### config.mk
export PLATFORM = sky130hd
export DESIGN_NAME = uart_console_mc
export DESIGN_NICKNAME = d
export VERILOG_FILES = /design/src/rtl/uart_console_pkg.sv /design/src/rtl/console_fifo.sv /design/src/rtl/uart_console_mc.sv
export SDC_FILE = /design/constraint.sdc
export NUM_CORES = 1
export LEC_CHECK = 0
export ABC_AREA = 1
export CAP_MARGIN = 15
export CORE_MARGIN = 3
export CORE_UTILIZATION = 60
export DETAILED_ROUTE_END_ITERATION = 8
export PLACE_DENSITY = 0.79
export SYNTH_ARGS = -nofsm -noshare
export SYNTH_HDL_FRONTEND = slang
export SYNTH_SLANG_ARGS = --single-unit
### constraint.sdc
create_clock -name clk_i -period 4.1 [get_ports clk_i]
set_input_delay 0.41 -clock clk_i [delete_from_list [all_inputs] [get_ports clk_i]]
set_output_delay 0.41 -clock clk_i [all_outputs]
set_load 0.05 [all_outputs]
### src/rtl/uart_console_pkg.sv
// Shared constants and drain-state type for the multi-channel line-buffered console.
package uart_console_pkg;

  localparam logic [7:0] NL_CHAR        = 8'h0A;
  localparam int         STATUS_OVF_LSB = 16;
  localparam int         MAX_CH         = 16;

  typedef enum logic {
    IDLE,
    LOCK
  } drain_state_e;

endpackage

### src/rtl/console_fifo.sv
// Per-channel byte FIFO that also tracks how many complete lines (newlines) it holds.
module console_fifo
  import uart_console_pkg::*;
#(
  parameter int DEPTH = 16
) (
  input  logic       clk_i,
  input  logic       rst_ni,
  input  logic       push_i,
  input  logic       pop_i,
  input  logic [7:0] data_i,
  output logic       full_o,
  output logic       empty_o,
  output logic       one_left_o,
  output logic [7:0] head_o,
  output logic       nl_pending_o
);

  localparam int          AW       = $clog2(DEPTH);
  localparam logic [AW:0] FULL_CNT = DEPTH[AW:0];
  localparam logic [AW:0] CNT_ONE  = 1;
  localparam logic [AW-1:0] PTR_ONE = 1;

  logic [7:0]    mem_q [DEPTH];
  logic [AW-1:0] wr_ptr_q, wr_ptr_d, rd_ptr_q, rd_ptr_d;
  logic [AW:0]   count_q, count_d, nl_q, nl_d;
  logic          push_nl, pop_nl;

  assign head_o       = mem_q[rd_ptr_q];
  assign full_o       = (count_q == FULL_CNT);
  assign empty_o      = (count_q == '0);
  assign one_left_o   = (count_q == CNT_ONE);
  assign nl_pending_o = (nl_q != '0);
  assign push_nl      = push_i && (data_i == NL_CHAR);
  assign pop_nl       = pop_i && (head_o == NL_CHAR);

  always_comb begin
    wr_ptr_d = wr_ptr_q;
    rd_ptr_d = rd_ptr_q;
    count_d  = count_q;
    nl_d     = nl_q;
    if (push_i) wr_ptr_d = wr_ptr_q + PTR_ONE;
    if (pop_i)  rd_ptr_d = rd_ptr_q + PTR_ONE;
    if (push_i && !pop_i) count_d = count_q + CNT_ONE;
    if (!push_i && pop_i) count_d = count_q - CNT_ONE;
    if (push_nl && !pop_nl) nl_d = nl_q + CNT_ONE;
    if (!push_nl && pop_nl) nl_d = nl_q - CNT_ONE;
  end

  // Storage carries no reset; the pointers alone define what is valid.
  always_ff @(posedge clk_i) begin
    if (push_i) mem_q[wr_ptr_q] <= data_i;
  end

  always_ff @(posedge clk_i or negedge rst_ni) begin
    if (!rst_ni) begin
      wr_ptr_q <= '0;
      rd_ptr_q <= '0;
      count_q  <= '0;
      nl_q     <= '0;
    end else begin
      wr_ptr_q <= wr_ptr_d;
      rd_ptr_q <= rd_ptr_d;
      count_q  <= count_d;
      nl_q     <= nl_d;
    end
  end

endmodule

### src/rtl/uart_console_mc.sv
// APB multi-channel console: per-channel line FIFOs drained round-robin one whole line at a time.
// Define UART_CONSOLE_PRINT_EN to echo every drained byte to the simulator log.
module uart_console_mc
  import uart_console_pkg::*;
#(
  parameter logic [31:0] CONSOLE_ADDR = 32'h1000_0000,
  parameter int          NUM_CH       = 4,
  parameter int          DEPTH        = 16,
  localparam int         CHW          = (NUM_CH > 1) ? $clog2(NUM_CH) : 1
) (
  input  logic           clk_i,
  input  logic           rst_ni,
  input  logic           psel_i,
  input  logic           penable_i,
  input  logic           pwrite_i,
  input  logic [31:0]    paddr_i,
  input  logic [31:0]    pwdata_i,
  output logic [31:0]    prdata_o,
  output logic           pready_o,
  output logic           pslverr_o,
  output logic           tx_valid_o,
  input  logic           tx_ready_i,
  output logic [7:0]     tx_data_o,
  output logic [CHW-1:0] tx_ch_o
);

  logic              access, wr_access, rd_access, is_data, is_status;
  logic [31:0]       offset, status_word;
  logic [29:0]       off_word;
  logic [CHW-1:0]    ch_sel;
  logic [NUM_CH-1:0] full, empty, one_left, nl_pending, eligible;
  logic [NUM_CH-1:0] wr_hit, push, pop, ovf_set, ovf_clr, ovf_q, ovf_d;
  logic [7:0]        head [NUM_CH];
  logic [7:0]        grant_head;
  drain_state_e      state_q, state_d;
  logic [CHW-1:0]    grant_q, grant_d, last_q, last_d, next_grant, hi_idx, lo_idx;
  logic              found_hi, tx_fire, release_grant;
  logic              unused_bits;

  assign access    = psel_i && penable_i;
  assign wr_access = access && pwrite_i;
  assign rd_access = access && !pwrite_i;
  assign offset    = {paddr_i[31:2], 2'b00} - CONSOLE_ADDR;
  assign off_word  = offset[31:2];
  assign is_data   = (off_word < 30'(NUM_CH));
  assign is_status = (off_word == 30'(NUM_CH));
  assign ch_sel    = offset[CHW+1:2];

  // A full channel still accepts a write when its head is being popped in the same cycle.
  for (genvar c = 0; c < NUM_CH; c++) begin : g_ch
    assign pop[c]      = (state_q == LOCK) && tx_ready_i && (grant_q == CHW'(c));
    assign wr_hit[c]   = wr_access && is_data && (ch_sel == CHW'(c));
    assign push[c]     = wr_hit[c] && (!full[c] || pop[c]);
    assign ovf_set[c]  = wr_hit[c] && full[c] && !pop[c];
    assign eligible[c] = nl_pending[c] || full[c];

    console_fifo #(.DEPTH(DEPTH)) u_fifo (
      .clk_i        (clk_i),
      .rst_ni       (rst_ni),
      .push_i       (push[c]),
      .pop_i        (pop[c]),
      .data_i       (pwdata_i[7:0]),
      .full_o       (full[c]),
      .empty_o      (empty[c]),
      .one_left_o   (one_left[c]),
      .head_o       (head[c]),
      .nl_pending_o (nl_pending[c])
    );
  end

  always_comb begin
    status_word = '0;
    status_word[NUM_CH-1:0] = full;
    status_word[STATUS_OVF_LSB +: NUM_CH] = ovf_q;
  end

  assign ovf_clr   = (wr_access && is_status) ? pwdata_i[STATUS_OVF_LSB +: NUM_CH] : '0;
  assign ovf_d     = (ovf_q | ovf_set) & ~ovf_clr;
  assign prdata_o  = (rd_access && is_status) ? status_word : '0;
  assign pslverr_o = access && ((!is_data && !is_status) || (|ovf_set));
  assign pready_o  = 1'b1;

  // Round-robin pick: lowest eligible channel above last, else lowest eligible overall.
  always_comb begin
    found_hi = 1'b0;
    hi_idx   = '0;
    lo_idx   = '0;
    for (int i = NUM_CH - 1; i >= 0; i--) begin
      if (eligible[i]) begin
        lo_idx = CHW'(i);
        if (i > int'(last_q)) begin
          hi_idx   = CHW'(i);
          found_hi = 1'b1;
        end
      end
    end
    next_grant = found_hi ? hi_idx : lo_idx;
  end

  assign grant_head    = head[grant_q];
  assign tx_valid_o    = (state_q == LOCK);
  assign tx_data_o     = tx_valid_o ? grant_head : 8'h00;
  assign tx_ch_o       = grant_q;
  assign tx_fire       = tx_valid_o && tx_ready_i;
  assign release_grant = tx_fire &&
                         ((grant_head == NL_CHAR) || (one_left[grant_q] && !push[grant_q]));

  always_comb begin
    state_d = state_q;
    grant_d = grant_q;
    last_d  = last_q;
    case (state_q)
      IDLE: begin
        if (|eligible) begin
          grant_d = next_grant;
          state_d = LOCK;
        end
      end
      LOCK: begin
        if (release_grant) begin
          last_d  = grant_q;
          state_d = IDLE;
        end
      end
      default: state_d = IDLE;
    endcase
  end

  always_ff @(posedge clk_i or negedge rst_ni) begin
    if (!rst_ni) begin
      state_q <= IDLE;
      grant_q <= '0;
      last_q  <= CHW'(NUM_CH - 1);
      ovf_q   <= '0;
    end else begin
      state_q <= state_d;
      grant_q <= grant_d;
      last_q  <= last_d;
      ovf_q   <= ovf_d;
    end
  end

  assign unused_bits = ^{paddr_i[1:0], pwdata_i, offset[1:0], empty};

`ifdef UART_CONSOLE_PRINT_EN
  logic print_sol_q;

  always @(posedge clk_i or negedge rst_ni) begin
    if (!rst_ni) begin
      print_sol_q <= 1'b1;
    end else if (tx_fire) begin
      if (print_sol_q) $write("[ch%0d] ", grant_q);
      $write("%c", tx_data_o);
      print_sol_q <= (tx_data_o == NL_CHAR) || release_grant;
    end
  end
`else
`endif

endmodule

==> flow_metrics.tcl, run 1 <==
set metrics [dict create \
    yosys_warnings 0 \
    async_reset_ff_share_pct 13.66 \
    ys.flop_type "edfxtp_1" \
    start_util_pct 61.24 \
    clock_skew_ns 0.01653 \
    grt_overflow_total 0 \
    hold_viol_final 0 \
    tns_ns 0 \
    hpwl_um 39270 \
    worst_hold_path_type "primary input to async pin" \
    slowest_delay_ns 0.83 \
    die-area_mm2 0.04803 \
    vias_per_cell 5.551 \
    outcome "finished clean" \
    ys_types 50 \
    grt_use_total_pct 27.01 \
    clk_path_buf_depth 3 \
    layout_common_cells "883 x nand2_1, 512 x edfxtp_1, 300 x nand3_1, 275 x inv_1, 218 x nor2_1" \
    slew_headroom_pct 39.56 \
    htree_levels 2 \
    cts_inserted_buffers 59 \
    clock_latency_ns 0.63 \
    peakVddDrop_v 0.0009237 \
    first_iter_violations 1980 \
    cap_violations 0 \
    firstDrtPassIters 7 \
    avgSynthCellArea_um2 10.03 \
    vias 19300 \
    crit_buf_inv 3 \
    critPathMaxFanout 34 \
    coreArea_mm2 0.04451 \
    cpMostUsedCell "nand2_1" \
    diodes 0 \
    drv_slew 0 \
    rows 77 \
    finalCriticalPeriod_ns 3.921 \
    grt_max_degree 88 \
    pwr_density_cell_mw_per_mm2 528.1 \
    drt_wl_total_um 63500 \
    cts_root_buffer "clkbuf_16" \
    drtAntennaViolNets 0 \
    fmax_mhz 255.0 \
    critPathArrivalTime_ns 3.51 \
    finalSetupViolations 0 \
    area_delta_synth_final_pct 13.09 \
    clock-sinks 593 \
    cp_slowest_cell "clkdlybuf4s50_1" \
    cpLargestDelayFamily "buffers and inverters" \
    wire_per_inst_um 18.26 \
    setup_slack_ns 0.1788 \
    finalNetCount 2959 \
    antenna_found_initial 2 \
    syn_area_mm2 0.02726 \
    mostFrequentLayoutCell "nand2_1" \
    total_power_mw 16.28 \
    grt_pass1_wl_um 101000 \
    num-fill-cells 3206 \
    drive_above_1_share_pct 8.423 \
    clk_pin_slew_ns 0.06 \
    synth-seq-cells 593 \
    period_share_pct 95.64 \
    die_x_um 219.2 \
    cts_tree "built" \
    synth-edff-count 512 \
    worst-endpoint-required_ns 3.69 \
    rsz0062_at_grt "no" \
    p_leak_nw 12.99 \
    numPortBuffers 67 \
    drc 0 \
    pre_cts_ws_ns 0.1143 \
    finalNonFillerCells 3477 \
    routabilityCongestion 0.9279 \
    grt_pass1_vias 19030 \
    dp.cells 3364 \
    start_kind "flop" \
    die_h_um 219.2 \
    pin_count 115 \
    synthCells 2717 \
    path_class "flop to output pin" \
    synth_seq_area_share_pct 63.85 \
    path_cells "inv_4 > buf_4 > nand2_1 > nand2_1 > nand2_1 > nand3_1 > nand3_1 > nand2_1 > nand2_1 > nand2_1 > nor2_1 > nor2_1 > clkdlybuf4s50_1" \
    critPathCaptureType "output pin" \
    final_util_pct 69.26 \
    worstMarginPinSlew_ns 0.9067 \
]
==> final timing paths <==
| kind | from | depth (start not counted) | to | slack, ns |
|---|---|---|---|---|
| worst max-delay path | g_ch[3].u_fifo.rd_ptr_q[0] | 13 | tx_data_o[4] | 0.18 |
| worst min-delay path | rst_ni | 2 | g_ch[2].u_fifo.wr_ptr_q[0] | 0.36 |
| worst max register to register | g_ch[1].u_fifo.rd_ptr_q[1] | 16 | g_ch[1].u_fifo.nl_q[4] | 0.51 |
| worst min register to register | g_ch[3].u_fifo.nl_q[4] | 1 | g_ch[3].u_fifo.nl_q[4] | 0.48 |
| max in group asynchronous | rst_ni | 3 | g_ch[0].u_fifo.rd_ptr_q[0] | 2.69 |
| min in group clk_i | pwdata_i[18] | 2 | ovf_q[2] | 0.36 |
==> area by class of cell <==
class	count	area, um^2	area share [%]
Clock inverter	37	416.7	1.352
Multi-Input combinational cell	1725	8069	26.17
Sequential cell	593	17410	56.47
Tap cell	592	740.7	2.403
Timing Repair Buffer	159	1449	4.700
Clock buffer	75	1628	5.280
Inverter	296	1116	3.620
==> kinds of logic after synthesis <==
| family | count (synthesis) | share of synthesized area [%] |
|---|---|---|
| buffers and inverters | 422 | 6.871 |
| other | 2 | 0.02755 |
| xor gates and xnor gates | 53 | 1.703 |
| adders and majority gates | 55 | 2.635 |
| AOI/OAI and AO/OA | 129 | 2.690 |
| DFF | 593 | 63.85 |
| and+or+nand+nor | 1463 | 22.23 |
==> sequential cells by signal, indices dropped and copies added, names as in the netlist <==
register / cells
last_q: 2
g_ch.u_fifo.mem_q: 512
g_ch.u_fifo.wr_ptr_q: 16
tx_valid_o: 1
g_ch.u_fifo.nl_q: 20
g_ch.u_fifo.rd_ptr_q: 16
tx_ch_o: 2
ovf_q: 4
g_ch.u_fifo.count_q: 20
==> report_power, final <==
group,switching (mW),internal (mW)
logic,2.67,1.15
registers,0.157,6.68
clock network,2.31,3.32
total,5.14,11.1
==> what timing repair did <==
action                                  4_1_cts  5_1_grt
hold buffers                                  1        0
setup buffers                                 0        0
endpoints found under the hold margin        43        0
endpoints found under the setup margin        0        3
gates resized for setup                       0        4
==> synth_stat cells (14+ instances only) <==
cell type,n,share of area [%]
nand2_1,883,12
edfxtp_1,512,56
nand3_1,300,5.5
inv_1,275,3.8
nor2_1,218,3.0
dfrtp_1,79,7.3
o21ai_0,59,1.1
ha_1,51,2.3
buf_2,48,0.88
xor2_1,41,1.3
buf_4,37,1.0
nand4_1,21,0.48
a21oi_1,20,0.37
clkbuf_1,20,0.28
o211ai_1,14,0.39
==> routing by layer <==
metal  routed length [um]  part of all wire, %  global-route usage (%)
met5                   29                0.046                       0
met2                30650                   48                   44.02
met1                25500                   40                   36.83
met3                 5464                  8.6                   5.345
met4                 1845                  2.9                   9.052
==> through the flow <==
step / instance area, um^2 / hold slack, ns
floorplan: 27350 / 0.1144
global placement: 28770 / 0.4623
detailed placement: 28770 / 0.4612
CTS: 30820 / 0.3333
global route: 30830 / 0.3321
finish: 30830 / 0.3574
Power figures use the tool's default switching activity.
==> run 2: changes to the inputs <==
--- a/config.mk
+++ b/config.mk
@@ -7,8 +7,11 @@
 export LEC_CHECK = 0
 export ABC_AREA = 1
 export CAP_MARGIN = 15
+export CELL_PAD_IN_SITES_DETAIL_PLACEMENT = 0
+export CELL_PAD_IN_SITES_GLOBAL_PLACEMENT = 1
 export CORE_MARGIN = 3
-export CORE_UTILIZATION = 60
+export CORE_UTILIZATION = 48
+export CTS_CLUSTER_SIZE = 8
 export DETAILED_ROUTE_END_ITERATION = 8
 export PLACE_DENSITY = 0.79
 export SYNTH_ARGS = -nofsm -noshare
==> run 2 against run 1 <==
Compared with the run above: combinational power is essentially flat; first-iteration DRC count decreased by 26%; non-clock buffer count shrank 31; hold slack lost 0.051 ns; die area grew 24%; utilization down 13 points; critical path type is now flop to flop; critical path depth rose by 4; final area increased by 1.0%; worst setup slack gained 0.20 ns; routed wire length rose by 3.0%; clock power increased by 15%.
==> flow_metrics.tcl, run 2 (synthesized netlist as in run 1, its figures left out) <==
set metrics [dict create \
    outcome "finished clean" \
    multi_input_area_mm2 0.008069 \
    worst_hold_path_type "primary input to flop" \
    die-area_mm2 0.05969 \
    peakVddDrop_v 0.0005296 \
    reg_top3 "g_ch.u_fifo.mem_q (512), g_ch.u_fifo.count_q (20), g_ch.u_fifo.nl_q (20)" \
    drtAntennaViolNets 0 \
    grt_max_degree 88 \
    critPathMaxFanout 39 \
    placed_area_mm2 0.02867 \
    cpMostUsedCell "nand3_1" \
    drc 0 \
    min_from "pwdata_i[5]" \
    rsz0062_at_grt "no" \
    reg2reg_from "g_ch[3].u_fifo.rd_ptr_q[0]" \
    num-fill-cells 4838 \
    pwr_density_cell_mw_per_mm2 548.7 \
    path_class "flop to flop" \
    vias 18610 \
    clock-sinks 593 \
    cts_tree "built" \
    hold_viol_final 0 \
    critPathCaptureType "flop" \
    critPathArrivalTime_ns 4.21 \
    setup_slack_ns 0.3751 \
    crit_buf_inv 2 \
    tns_ns 0 \
    cp_slowest_cell "inv_2" \
    pre_cts_ws_ns 0.3151 \
    postLayoutCellArea_mm2 0.03115 \
    cts.repair_timing.setup_buffer_count 0 \
    clk_path_buf_depth 3 \
    rrSetupSlack_ns 0.38 \
    wire_per_inst_um 17.95 \
    hold_depth 2 \
    largest-register "g_ch.u_fifo.mem_q" \
    area_delta_synth_final_pct 14.26 \
    antenna_found_initial 4 \
    cts_inserted_buffers 84 \
    mostFrequentLayoutCell "nand2_1" \
    timing.rr.end "g_ch[3].u_fifo.nl_q[4]" \
    die_h_um 244.3 \
    dp.cells 3489 \
    grt_pass1_vias 18510 \
    slowest_delay_ns 0.54 \
    rows 86 \
    finalNonFillerCells 3644 \
    final_util_pct 55.99 \
    hpwl_um 39950 \
    grt_overflow_total 0 \
    worstMarginPinSlew_ns 0.9850 \
    pin_count 115 \
    cpLargestDelayFamily "simple AND/OR/NAND/NOR gates" \
    firstDrtPassIters 5 \
    drv_slew 0 \
    cts_root_buffer "clkbuf_16" \
    reg2reg_depth 17 \
    total_power_mw 17.09 \
    worst-endpoint-required_ns 4.59 \
    period_share_pct 90.85 \
    start_kind "flop" \
    finalCriticalPeriod_ns 3.725 \
    regArea_mm2 0.01741 \
    drt_wl_total_um 65420 \
    start_util_pct 49.00 \
    clock_latency_ns 0.61 \
    cts_hold_buf 1 \
    hold_end "g_ch[3].u_fifo.mem_q[5][5]" \
    finalNetCount 2953 \
    layout_common_cells "883 x nand2_1, 512 x edfxtp_1, 300 x nand3_1, 275 x inv_1, 218 x nor2_1" \
    clk_pin_slew_ns 0.05 \
    vias_per_cell 5.108 \
    fin_hold_ws_ns 0.3063 \
    largest_reg_flops 512 \
    slew_headroom_pct 34.33 \
    routabilityCongestion 0.8792 \
    cap_violations 0 \
    first_iter_violations 1458 \
    grt_pass1_wl_um 101700 \
    die_x_um 244.3 \
    p_leak_nw 12.99 \
    fmax_mhz 268.5 \
    grt_use_total_pct 22.10 \
    htree_levels 3 \
    numPortBuffers 67 \
    clock_skew_ns 0.01811 \
    path_cells "inv_2 > nand2_1 > nand3_1 > nand3_1 > nand3_1 > nand2_1 > nor3_1 > nand3_1 > nor4b_1 > ha_1 > ha_1 > a21o_1 > a21oi_1 > inv_1 > o21ai_0 > a21oi_1 > xor2_1" \
    finalSetupViolations 0 \
    cts_resized 0 \
    coreArea_mm2 0.05563 \
    drive_above_1_share_pct 6.980 \
]
==> run 2: per-layer routing <==
layer | track usage (%) | routed length (um)
met1 | 29.15 | 27840
met2 | 36.89 | 31830
met3 | 3.827 | 3499
met4 | 8.036 | 2248
met5 | 0 | 0
==> run 2: worst max-delay path by stage <==
stage / from / endpoint / depth (start not counted)
2_1_floorplan: tx_valid_o / g_ch[3].u_fifo.nl_q[4] / 15
3_3_place_gp: paddr_i[15] / g_ch[3].u_fifo.nl_q[4] / 19
3_5_place_dp: paddr_i[25] / g_ch[3].u_fifo.nl_q[4] / 18
4_1_cts: g_ch[3].u_fifo.rd_ptr_q[0] / g_ch[3].u_fifo.nl_q[4] / 17
5_1_grt: g_ch[3].u_fifo.rd_ptr_q[0] / g_ch[3].u_fifo.nl_q[4] / 17
6_report: g_ch[3].u_fifo.rd_ptr_q[0] / g_ch[3].u_fifo.nl_q[4] / 17
==> run 2: cell type report <==
class | count | share of cell area (%)
flip-flops and latches | 593 | 55.90
repair buffers | 128 | 3.704
well taps | 748 | 3.005
inverters | 296 | 3.567
clock inverters | 2 | 0.1245
clock buffers | 150 | 7.781
diodes | 2 | 0.01607
multi-input cells | 1725 | 25.91
==> run 2: where the power goes <==
| part | switching (mW) | internal (mW) | total (mW) |
|---|---|---|---|
| clock | 2.44 | 4.01 | 6.45 |
| combinational | 2.65 | 1.15 | 3.80 |
| sequential | 0.151 | 6.69 | 6.84 |
==> run 2: worst reg2reg max path, cell delays in order, from the launching register on <==
cell	delay [ns]
dfrtp_2	0.42
inv_2	0.54
nand2_1	0.13
nand3_1	0.11
nand3_1	0.14
nand3_1	0.17
nand2_1	0.12
nor3_1	0.17
nand3_1	0.09
nor4b_1	0.27
ha_1	0.35
ha_1	0.31
a21o_1	0.17
a21oi_1	0.15
inv_1	0.07
o21ai_0	0.15
a21oi_1	0.07
xor2_1	0.15
